[config.mk]
export PLATFORM = sky130hd
export DESIGN_NAME = gate_tt_sequencer
export DESIGN_NICKNAME = d
export VERILOG_FILES = /design/src/rtl/gate_tt_sequencer.sv
export SDC_FILE = /design/constraint.sdc
export NUM_CORES = 1
export LEC_CHECK = 0
export CAP_MARGIN = 20
export CELL_PAD_IN_SITES_DETAIL_PLACEMENT = 1
export CELL_PAD_IN_SITES_GLOBAL_PLACEMENT = 1
export CORE_MARGIN = 5
export CORE_UTILIZATION = 45
export DETAILED_ROUTE_END_ITERATION = 10
export DONT_BUFFER_PORTS = 1
export PLACE_DENSITY = 0.75
export SLEW_MARGIN = 20
export SYNTH_ARGS = -nofsm -noshare
export SYNTH_HDL_FRONTEND = slang
export SYNTH_SLANG_ARGS = --single-unit
[constraint.sdc]
create_clock -name clk -period 3 [get_ports clk]
set_input_delay 0.6 -clock clk [delete_from_list [all_inputs] [get_ports clk]]
set_output_delay 0.6 -clock clk [all_outputs]
set_load 0.01 [all_outputs]
[src/rtl/gate_tt_sequencer.sv]
// Sweeps a 2-input gate through 00,01,10,11, samples it after SETTLE_CYCLES and flags truth-table mismatches.
// Latency: done 4*(SETTLE_CYCLES+1) cycles after start; no backpressure (start ignored while busy, abort always wins).
module gate_tt_sequencer #(
    parameter logic [3:0]  EXPECT_TT     = 4'b1000,
    parameter int unsigned SETTLE_CYCLES = 2
) (
    input  logic       clk,
    input  logic       rst_n,
    input  logic       start,
    input  logic       abort,
    output logic       gate_a,
    output logic       gate_b,
    input  logic       gate_x,
    output logic       busy,
    output logic       done,
    output logic       pass,
    output logic [3:0] fail_mask,
    output logic [2:0] err_count
);

    typedef enum logic [1:0] {S_IDLE, S_WAIT, S_SAMPLE, S_DONE} state_t;

    // SETTLE_CYCLES is legal in 1..15, so the reload value always fits 4 bits.
    localparam logic [3:0] CNT_LOAD = 4'(SETTLE_CYCLES - 1);

    state_t     state_q, state_d;
    logic [1:0] idx_q, idx_d;
    logic [3:0] cnt_q, cnt_d;
    logic [3:0] fail_mask_q, fail_mask_d;
    logic [2:0] err_count_q, err_count_d;
    logic       mismatch;

    assign mismatch = (gate_x != EXPECT_TT[idx_q]);

    always_comb begin
        state_d     = state_q;
        idx_d       = idx_q;
        cnt_d       = cnt_q;
        fail_mask_d = fail_mask_q;
        err_count_d = err_count_q;

        if (abort) begin
            state_d     = S_IDLE;
            idx_d       = 2'd0;
            cnt_d       = 4'd0;
            fail_mask_d = 4'd0;
            err_count_d = 3'd0;
        end else begin
            unique case (state_q)
                S_IDLE, S_DONE: begin
                    if (start) begin
                        state_d     = S_WAIT;
                        idx_d       = 2'd0;
                        cnt_d       = CNT_LOAD;
                        fail_mask_d = 4'd0;
                        err_count_d = 3'd0;
                    end
                end
                S_WAIT: begin
                    if (cnt_q == 4'd0) begin
                        state_d = S_SAMPLE;
                    end else begin
                        cnt_d = cnt_q - 4'd1;
                    end
                end
                S_SAMPLE: begin
                    if (mismatch) begin
                        fail_mask_d[idx_q] = 1'b1;
                        err_count_d        = err_count_q + 3'd1;
                    end
                    // The last vector stays on the gate inputs while results are held.
                    if (idx_q == 2'd3) begin
                        state_d = S_DONE;
                    end else begin
                        state_d = S_WAIT;
                        idx_d   = idx_q + 2'd1;
                        cnt_d   = CNT_LOAD;
                    end
                end
                default: state_d = S_IDLE;
            endcase
        end
    end

    always_ff @(posedge clk or negedge rst_n) begin
        if (!rst_n) begin
            state_q     <= S_IDLE;
            idx_q       <= 2'd0;
            cnt_q       <= 4'd0;
            fail_mask_q <= 4'd0;
            err_count_q <= 3'd0;
        end else begin
            state_q     <= state_d;
            idx_q       <= idx_d;
            cnt_q       <= cnt_d;
            fail_mask_q <= fail_mask_d;
            err_count_q <= err_count_d;
        end
    end

    assign gate_a    = idx_q[1];
    assign gate_b    = idx_q[0];
    assign busy      = (state_q == S_WAIT) || (state_q == S_SAMPLE);
    assign done      = (state_q == S_DONE);
    assign pass      = done && (fail_mask_q == 4'd0);
    assign fail_mask = fail_mask_q;
    assign err_count = err_count_q;

endmodule

==> flow_summary.json, run 1 <==
{
  "whs_path_depth": 1,
  "die_y_um": 55.8,
  "critical-path-max-stage-delay_ns": 0.39,
  "ys_types": 33,
  "io_buffers": 0,
  "drv_cap": 0,
  "synth_nets": 115,
  "regArea_um2": 375,
  "syn_to_final_growth_pct": 4.89,
  "cp_max_fo": 7,
  "fp.dieArea_um2": 3120,
  "power_frac_seq_pct": 47.5,
  "rows": 16,
  "finalMaxSlewViolations": 0,
  "power.internal_mw": 0.327,
  "cts.clk_slew.worst_paths_ns": 0.08,
  "reg2reg_depth": 6,
  "finalClockSkew_ns": 0.00430,
  "grt-ovfl-total": 0,
  "numCtsBuffers": 3,
  "synthFlopType": "dfrtp_1",
  "hold_violations": 0,
  "start_kind": "register",
  "wl_um": 1970,
  "fin_nets": 117,
  "synthTopCellsByCount": "dfrtp_1 (15), ha_1 (10), inv_1 (8), nor2_1 (8)",
  "reg2reg_setup_slack_ns": 1.24,
  "viasPerCell": 5.59,
  "cp_slowest_cell": "dfrtp_1",
  "grt_first_pass_wirelength_um": 3350,
  "status": "finished clean",
  "fin_crit_sh_pct": 61.9,
  "peakVddDrop_uv": 353,
  "grt_usage_pct": 13.7,
  "min_path_type": "in2reg",
  "clkPwrFrac_pct": 21.8,
  "synth_area_um2": 946,
  "synth_edf_count": 0,
  "final_layout_size_suffix_gt1_share_pct": 9.90,
  "pin_count": 17,
  "first_pass_iters": 4,
  "synth.area.top_cells": "dfrtp_1 (40%), ha_1 (13%), a22o_1 (3.7%)",
  "cp-end-kind": "primary output",
  "finish.utilization_pct": 50.1,
  "worst-slew-pin-transition_ns": 0.663,
  "dp_hpwl_um": 1620,
  "cp.arrival_ns": 1.26,
  "cts.sinks": 15,
  "first_global_vias": 718,
  "synth_area_per_cell_um2": 9.46,
  "synth_cells": 100,
  "clk_path_buf_depth": 2,
  "fin_setup_tns_ns": 0,
  "gp_congestion": 0.721,
  "p_leak_nw": 0.464,
  "async_flop_share_pct": 100,
  "cts_tree": "built",
  "crit_required_ns": 2.40,
  "min_from": "abort",
  "synth_most_common_cell": "dfrtp_1",
  "yosysTopAreaCell": "dfrtp_1",
  "period_minus_slack_ns": 1.86,
  "postCtsSetupBuffers": 0,
  "final_cells": 128,
  "drcViolationCount": 0,
  "grt_max_degree": 16,
  "core_um2": 1980,
  "cp_cell_sequence": "inv_1, ha_1, inv_1",
  "ys_seq_area_share_pct": 39.7,
  "dp.cells": 123,
  "crit_type": "reg2out",
  "p_comb_share_pct": 30.7,
  "power.total_mw": 0.495,
  "netSwitchingFraction_pct": 34.1,
  "switching_power_mw": 0.169,
  "setup_viol": 0,
  "initial_core_util_pct": 47.7,
  "rsz0062_at_grt": "false",
  "cts_root_buffer": "clkbuf_4",
  "r2r_end": "err_count[2]",
  "die_x_um": 55.8,
  "power_density_nw_per_um2": 499,
  "antennaDiodeCount": 0,
  "grt_antenna_before_repair": 0,
  "ys_ff_latch": 15,
  "wire_per_inst_um": 15.4,
  "hold_end": "state_q[0]",
  "clkLatencyLatePin_ns": 0.27,
  "multiInputGateArea_um2": 515,
  "num_vias": 715,
  "drt_iter0_drc": 11,
  "yosys_warnings": 0,
  "h-tree-depth": 1,
  "final.fill_count": 230,
  "yosysTopAreaCellShare_pct": 39.7,
  "relSlewSlack_pct": 55.6,
  "drtAntennaViolNets": 0,
  "fmax_mhz": 538,
  "crit_top_cell": "inv_1",
  "reg2reg_from": "state_q[0]"
}
-- state kept, by name, indices dropped and copies added, names as in the netlist --
signal and flops:
fail_mask 4, cnt_q 4, err_count 3, idx_q 2
state_q 2
-- cell families after synthesis --
group	count (synthesis)	synth area share (%)
simple gates	35	20.9
compound gates	25	17.1
flops	15	39.7
buf+inv	12	5.82
fa+ha+maj	10	13.2
mux	2	2.38
xor+xnor	1	0.926
-- layer usage --
metal,up-vias,global-route usage (%),wire [µm]
met5,-,0,0
met4,0,3.05,13
met3,2,6.26,133
met2,16,21.1,931
met1,346,17.7,893
li1,351,-,-
-- per-stage QoR --
stage / hold WS (ns) / instance area [µm²] / worst slack (ns)
floorplan: 0.304 / 946 / 1.38
global placement: 0.305 / 955 / 1.30
detailed placement: 0.305 / 955 / 1.25
CTS: 0.000566 / 982 / 1.12
global route: 0.350 / 992 / 1.05
finish: 0.384 / 992 / 1.14
-- how the worst max path moves through the flow --
stage,from,endpoint,slack [ns],depth (start not counted)
floorplan,idx_q[0],err_count[0],1.38,6
global placement,state_q[0],err_count[2],1.30,6
detailed placement,state_q[0],err_count[1],1.25,5
CTS,state_q[0],busy,1.12,3
global route,state_q[0],busy,1.05,3
finish,state_q[0],busy,1.14,3
-- repair_timing --
item                      CTS  global route
hold buffers                0             1
resized for setup           0             0
hold endpoints to repair    0            15
-- area by class of cell --
type                    instances  share of cell area, %
flip-flops and latches         15                   37.8
repair buffers                  1                   1.01
inverters                       8                   3.03
clock inverters                 1                  0.504
multi-input cells              73                   52.0
clock buffers                   3                   2.27
well taps                      27                   3.40
-- critical path: cells and delay by family (launching register included) --
kind / cells / cell delay, ns
buffers and inverters: 2 / 0.21
adder cells (fa/ha/maj): 1 / 0.38
flip-flops: 1 / 0.39
-- power groups by stage --
stage | logic [mW] | registers (mW) | clock network, mW
floorplan | 0.119 | 0.234 | 0
global placement | 0.141 | 0.237 | 0
detailed placement | 0.147 | 0.240 | 0
CTS | 0.148 | 0.235 | 0.113
global route | 0.174 | 0.238 | 0.127
finish | 0.152 | 0.235 | 0.108
-- placed cells by master, fill, tap and decap left out, types with 2 or more instances in the layout --
master | synthesis | layout
nand2_1 | 7 | 7
nand2b_1 | 3 | 3
a21oi_1 | 5 | 5
nor2b_1 | 2 | 2
nand3_1 | 2 | 2
a31oi_1 | 2 | 2
nor2_1 | 8 | 8
nor4_1 | 2 | 2
nand3b_1 | 3 | 3
ha_1 | 10 | 10
and2_1 | 2 | 2
a22o_1 | 4 | 4
clkbuf_4 | 0 | 3
inv_1 | 8 | 8
dfrtp_1 | 15 | 15
o21ai_0 | 7 | 7
mux2_2 | 2 | 2
No activity file was read; power rests on OpenSTA's default activity.
==> run 2: changes to the inputs <==
- clock period: 3 -> 1.8 ns (I/O delays scaled with it)
==> flow_summary.json, run 2 (synthesis results as in run 1) <==
{
  "met1_length_um": 923,
  "mostFrequentLayoutCell": "dfrtp_1",
  "mostFrequentLayoutCells": "dfrtp_1 (15), ha_1 (10), inv_1 (8), nor2_1 (8)",
  "crit_required_ns": 1.97,
  "dp_hpwl_um": 1690,
  "gp_congestion": 0.812,
  "die_y_um": 55.8,
  "finalMaxSlewViolations": 0,
  "crit_type": "reg2reg",
  "place_area_um2": 985,
  "worst-slew-pin-transition_ns": 0.695,
  "antennaDiodeCount": 0,
  "setup_viol": 0,
  "start_kind": "register",
  "first_global_vias": 774,
  "cts.sinks": 15,
  "grt_max_degree": 16,
  "reg2reg_from": "state_q[0]",
  "hold_slack_ns": 0.134,
  "top_layer": "met4",
  "power_frac_seq_pct": 44.5,
  "initial_core_util_pct": 47.7,
  "io_buffers": 0,
  "netSwitchingFraction_pct": 34.1,
  "reg2reg_setup_slack_ns": 0.11,
  "wire_per_inst_um": 15.9,
  "multiInputGateArea_um2": 531,
  "cp.arrival_ns": 1.86,
  "cp_max_fo": 7,
  "fin_crit_sh_pct": 93.8,
  "clk_path_buf_depth": 2,
  "status": "finished clean",
  "clkPwrFrac_pct": 21.4,
  "relSlewSlack_pct": 53.5,
  "pin_count": 17,
  "grt-ovfl-total": 0,
  "p_comb_share_pct": 34.1,
  "regArea_um2": 375,
  "cts_tree": "built",
  "syn_to_final_growth_pct": 11.2,
  "crit_end": "err_count[0]",
  "core_um2": 1980,
  "finalInstanceArea_um2": 1050,
  "reg2reg_depth": 5,
  "power_density_nw_per_um2": 831,
  "drt_iter0_drc": 17,
  "cts_root_buffer": "clkbuf_4",
  "fp.dieArea_um2": 3120,
  "clkLatencyLatePin_ns": 0.28,
  "final_layout_size_suffix_gt1_share_pct": 16.8,
  "switching_power_mw": 0.299,
  "fmax_mhz": 593,
  "cts.clk_slew.worst_paths_ns": 0.09,
  "die_x_um": 55.8,
  "drtAntennaViolNets": 0,
  "grt_usage_pct": 15.2,
  "p_leak_nw": 0.497,
  "rows": 16,
  "num_vias": 768,
  "dr_wl_met2_um": 1030,
  "h-tree-depth": 1,
  "period_minus_slack_ns": 1.69,
  "hold_violations": 0,
  "grt_first_pass_wirelength_um": 3700,
  "first_pass_iters": 4,
  "crit_path_start": "state_q[0]",
  "peakVddDrop_uv": 619,
  "finalClockSkew_ns": 0.00446,
  "wl_met3_um": 150,
  "drv_cap": 0,
  "fin_setup_tns_ns": 0,
  "cp-end-kind": "register",
  "post-place-ws_ns": 0.0880,
  "numCtsBuffers": 3,
  "r2r_end": "err_count[0]",
  "finish.utilization_pct": 53.1,
  "min_path_type": "in2reg",
  "setup_slack_ns": 0.112,
  "power.internal_mw": 0.576,
  "viasPerCell": 5.73,
  "rsz0062_at_grt": "false",
  "wl_um": 2130,
  "grt_antenna_before_repair": 0,
  "fin_nets": 123,
  "final.fill_count": 226,
  "drcViolationCount": 0
}
==> run 2: cell type report <==
type                       count  share of cell area [%]
timing repair buffer           7                    5.23
inverter                       8                    2.85
tap                           27                    3.21
clock buffer                   3                    2.14
multi-input combinational     73                    50.4
clock inverter                 1                   0.476
sequential                    15                    35.7
==> run 2: worst max-delay path: stages (launching register included) <==
cell	delay [ns]
dfrtp_1	0.39
inv_1	0.07
ha_1	0.38
nand2b_1	0.19
and3_2	0.28
mux2_2	0.27
==> run 2: what timing repair did <==
item                       CTS  global route
setup buffers                0             2
hold buffers                 1             0
hold endpoints to repair    15             0
setup endpoints to repair    0             8
gates resized for setup      0             3
==> run 2: power groups by stage <==
stage          clock, mW  sequential (mW)  combinational [mW]
6_report           0.187            0.390               0.298
3_5_place_dp           0            0.396               0.258
3_3_place_gp           0            0.394               0.247
2_1_floorplan          0            0.390               0.199
4_1_cts            0.197            0.389               0.269
5_1_grt            0.223            0.393               0.336
==> run 2: per-layer routing <==
layer  up-vias  GRT usage [%]
li1        367              -
met1       380           17.6
met2        19           24.8
met3         2           7.19
met4         0           5.08
met5         -              0
==> run 2: how the worst min path moves through the flow <==
stage                     slack [ns]  startpoint  cells after the start    endpoint
after floorplan                 0.06       rst_n                      0    cnt_q[0]
after global placement          0.06       rst_n                      0    cnt_q[3]
after global routing            0.10       abort                      1  state_q[0]
after detailed placement        0.06       rst_n                      0    cnt_q[3]
after CTS                       0.12       abort                      1  state_q[0]
final                           0.13       abort                      1  state_q[0]
==> run 2: per-stage QoR <==
stage	instances	power [mW]
2_1_floorplan	100	0.589
3_3_place_gp	127	0.641
4_1_cts	132	0.856
3_5_place_dp	127	0.655
5_1_grt	134	0.952
6_report	134	0.875
==> run 3: changes to the inputs <==
- SETUP_SLACK_MARGIN: not set -> 0.4
==> flow_summary.json, run 3 (synthesis results as in run 1) <==
{
  "status": "finished clean",
  "drtAntennaViolNets": 0,
  "drcViolationCount": 0,
  "drv_cap": 0,
  "cts.clk_slew.worst_paths_ns": 0.10,
  "initial_core_util_pct": 47.7,
  "die_x_um": 55.8,
  "period_minus_slack_ns": 1.67,
  "p_leak_nw": 0.608,
  "grt-ovfl-total": 0,
  "fin_nets": 138,
  "gp_congestion": 0.700,
  "wl_um": 3730,
  "finalInstanceArea_um2": 1350,
  "finalMaxSlewViolations": 0,
  "mostFrequentLayoutCell": "buf_4",
  "fin_setup_tns_ns": 0,
  "grt_max_degree": 16,
  "grt_first_pass_wirelength_um": 4100,
  "fp.dieArea_um2": 3120,
  "cp_max_fo": 6,
  "rsz0062_at_grt": "true",
  "setup_viol": 0,
  "relSlewSlack_pct": 51.0,
  "grt_antenna_before_repair": 0,
  "hold_violations": 0,
  "io_buffers": 0,
  "numCtsBuffers": 3,
  "start_kind": "register",
  "pin_count": 17,
  "dr_wl_met2_um": 1860,
  "cp.arrival_ns": 1.90,
  "drt_iter0_drc": 38,
  "top_layer": "met4",
  "cts.sinks": 15,
  "fin_crit_sh_pct": 92.7,
  "crit_type": "reg2reg",
  "cts_tree": "built",
  "mostFrequentLayoutCells": "buf_4 (18), dfrtp_1 (10), nor2_1 (8)",
  "num_vias": 951,
  "dp_hpwl_um": 1700,
  "power_density_nw_per_um2": 880,
  "finalClockSkew_ns": 0.00147,
  "h-tree-depth": 1,
  "viasPerCell": 6.38,
  "finish.utilization_pct": 67.9,
  "clk_path_buf_depth": 2,
  "reg2reg_depth": 6,
  "core_um2": 1980,
  "die_y_um": 55.8,
  "hold_slack_ns": 0.111,
  "antennaDiodeCount": 0,
  "fmax_mhz": 599,
  "grt_usage_pct": 17.0,
  "whs_path_depth": 1,
  "met1_length_um": 1440,
  "crit_required_ns": 2.03,
  "wire_per_inst_um": 25.1,
  "clkLatencyLatePin_ns": 0.30,
  "rows": 16,
  "first_global_vias": 873,
  "final_layout_size_suffix_gt1_share_pct": 45.9,
  "syn_to_final_growth_pct": 42.2,
  "min_path_type": "in2reg",
  "first_pass_iters": 4,
  "wl_met3_um": 234,
  "cp-end-kind": "register",
  "worst-slew-pin-transition_ns": 0.733,
  "place_area_um2": 997,
  "cts_root_buffer": "clkbuf_4",
  "peakVddDrop_uv": 598
}
## run 3: cell type report
cell class              instances  area [µm²]
repair buffers                 22         179
fillers                       206         637
well taps                      27        33.8
inverters                       8        30.0
multi-input cells              73         694
clock buffers                   4        26.3
flip-flops and latches         15         382
## run 3: repair_timing
item	in CTS	in global routing
setup buffers	10	9
hold buffers	1	0
pin swaps	13	16
gates resized for setup	24	19
hold endpoints to repair	15	0
setup endpoints to repair	16	17
## run 3: critical path, cell delays in order (launching register included)
cell     delay, ns
dfrtp_1       0.45
inv_2         0.09
ha_4          0.34
mux2_4        0.33
o22ai_4       0.20
nand2_1       0.09
o21ai_1       0.10
## run 3: where the power goes
group	switching (mW)	total, mW	internal, mW
Combinational	0.286	0.569	0.283
Clock	0.130	0.217	0.0866
Sequential	0.0381	0.399	0.361
## run 3: final timing paths
| kind | startpoint | endpoint | slack, ns |
|---|---|---|---|
| setup / recovery | state_q[0] | err_count[1] | 0.13 |
| hold / removal | abort | idx_q[0] | 0.11 |
| setup reg to reg | state_q[0] | err_count[1] | 0.13 |
| hold reg to reg | err_count[2] | err_count[2] | 0.60 |
| max in group asynchronous | rst_n | idx_q[0] | 0.74 |
| min in group asynchronous | rst_n | state_q[0] | 0.55 |
## run 3: stage by stage
| step | total power [mW] | cells | setup WS, ns |
|---|---|---|---|
| after CTS | 0.994 | 140 | 0.220 |
| after global placement | 0.655 | 125 | 0.188 |
| after detailed placement | 0.668 | 125 | 0.140 |
| final | 1.18 | 149 | 0.132 |
| after global routing | 1.23 | 149 | 0.0535 |
| after floorplan | 0.603 | 100 | 0.285 |
## run 3: metal layers
layer	up-vias	track usage, %
met1	473	20.2
met4	0	7.12
met3	23	4.18
li1	399	-
met5	-	0
met2	56	28.9
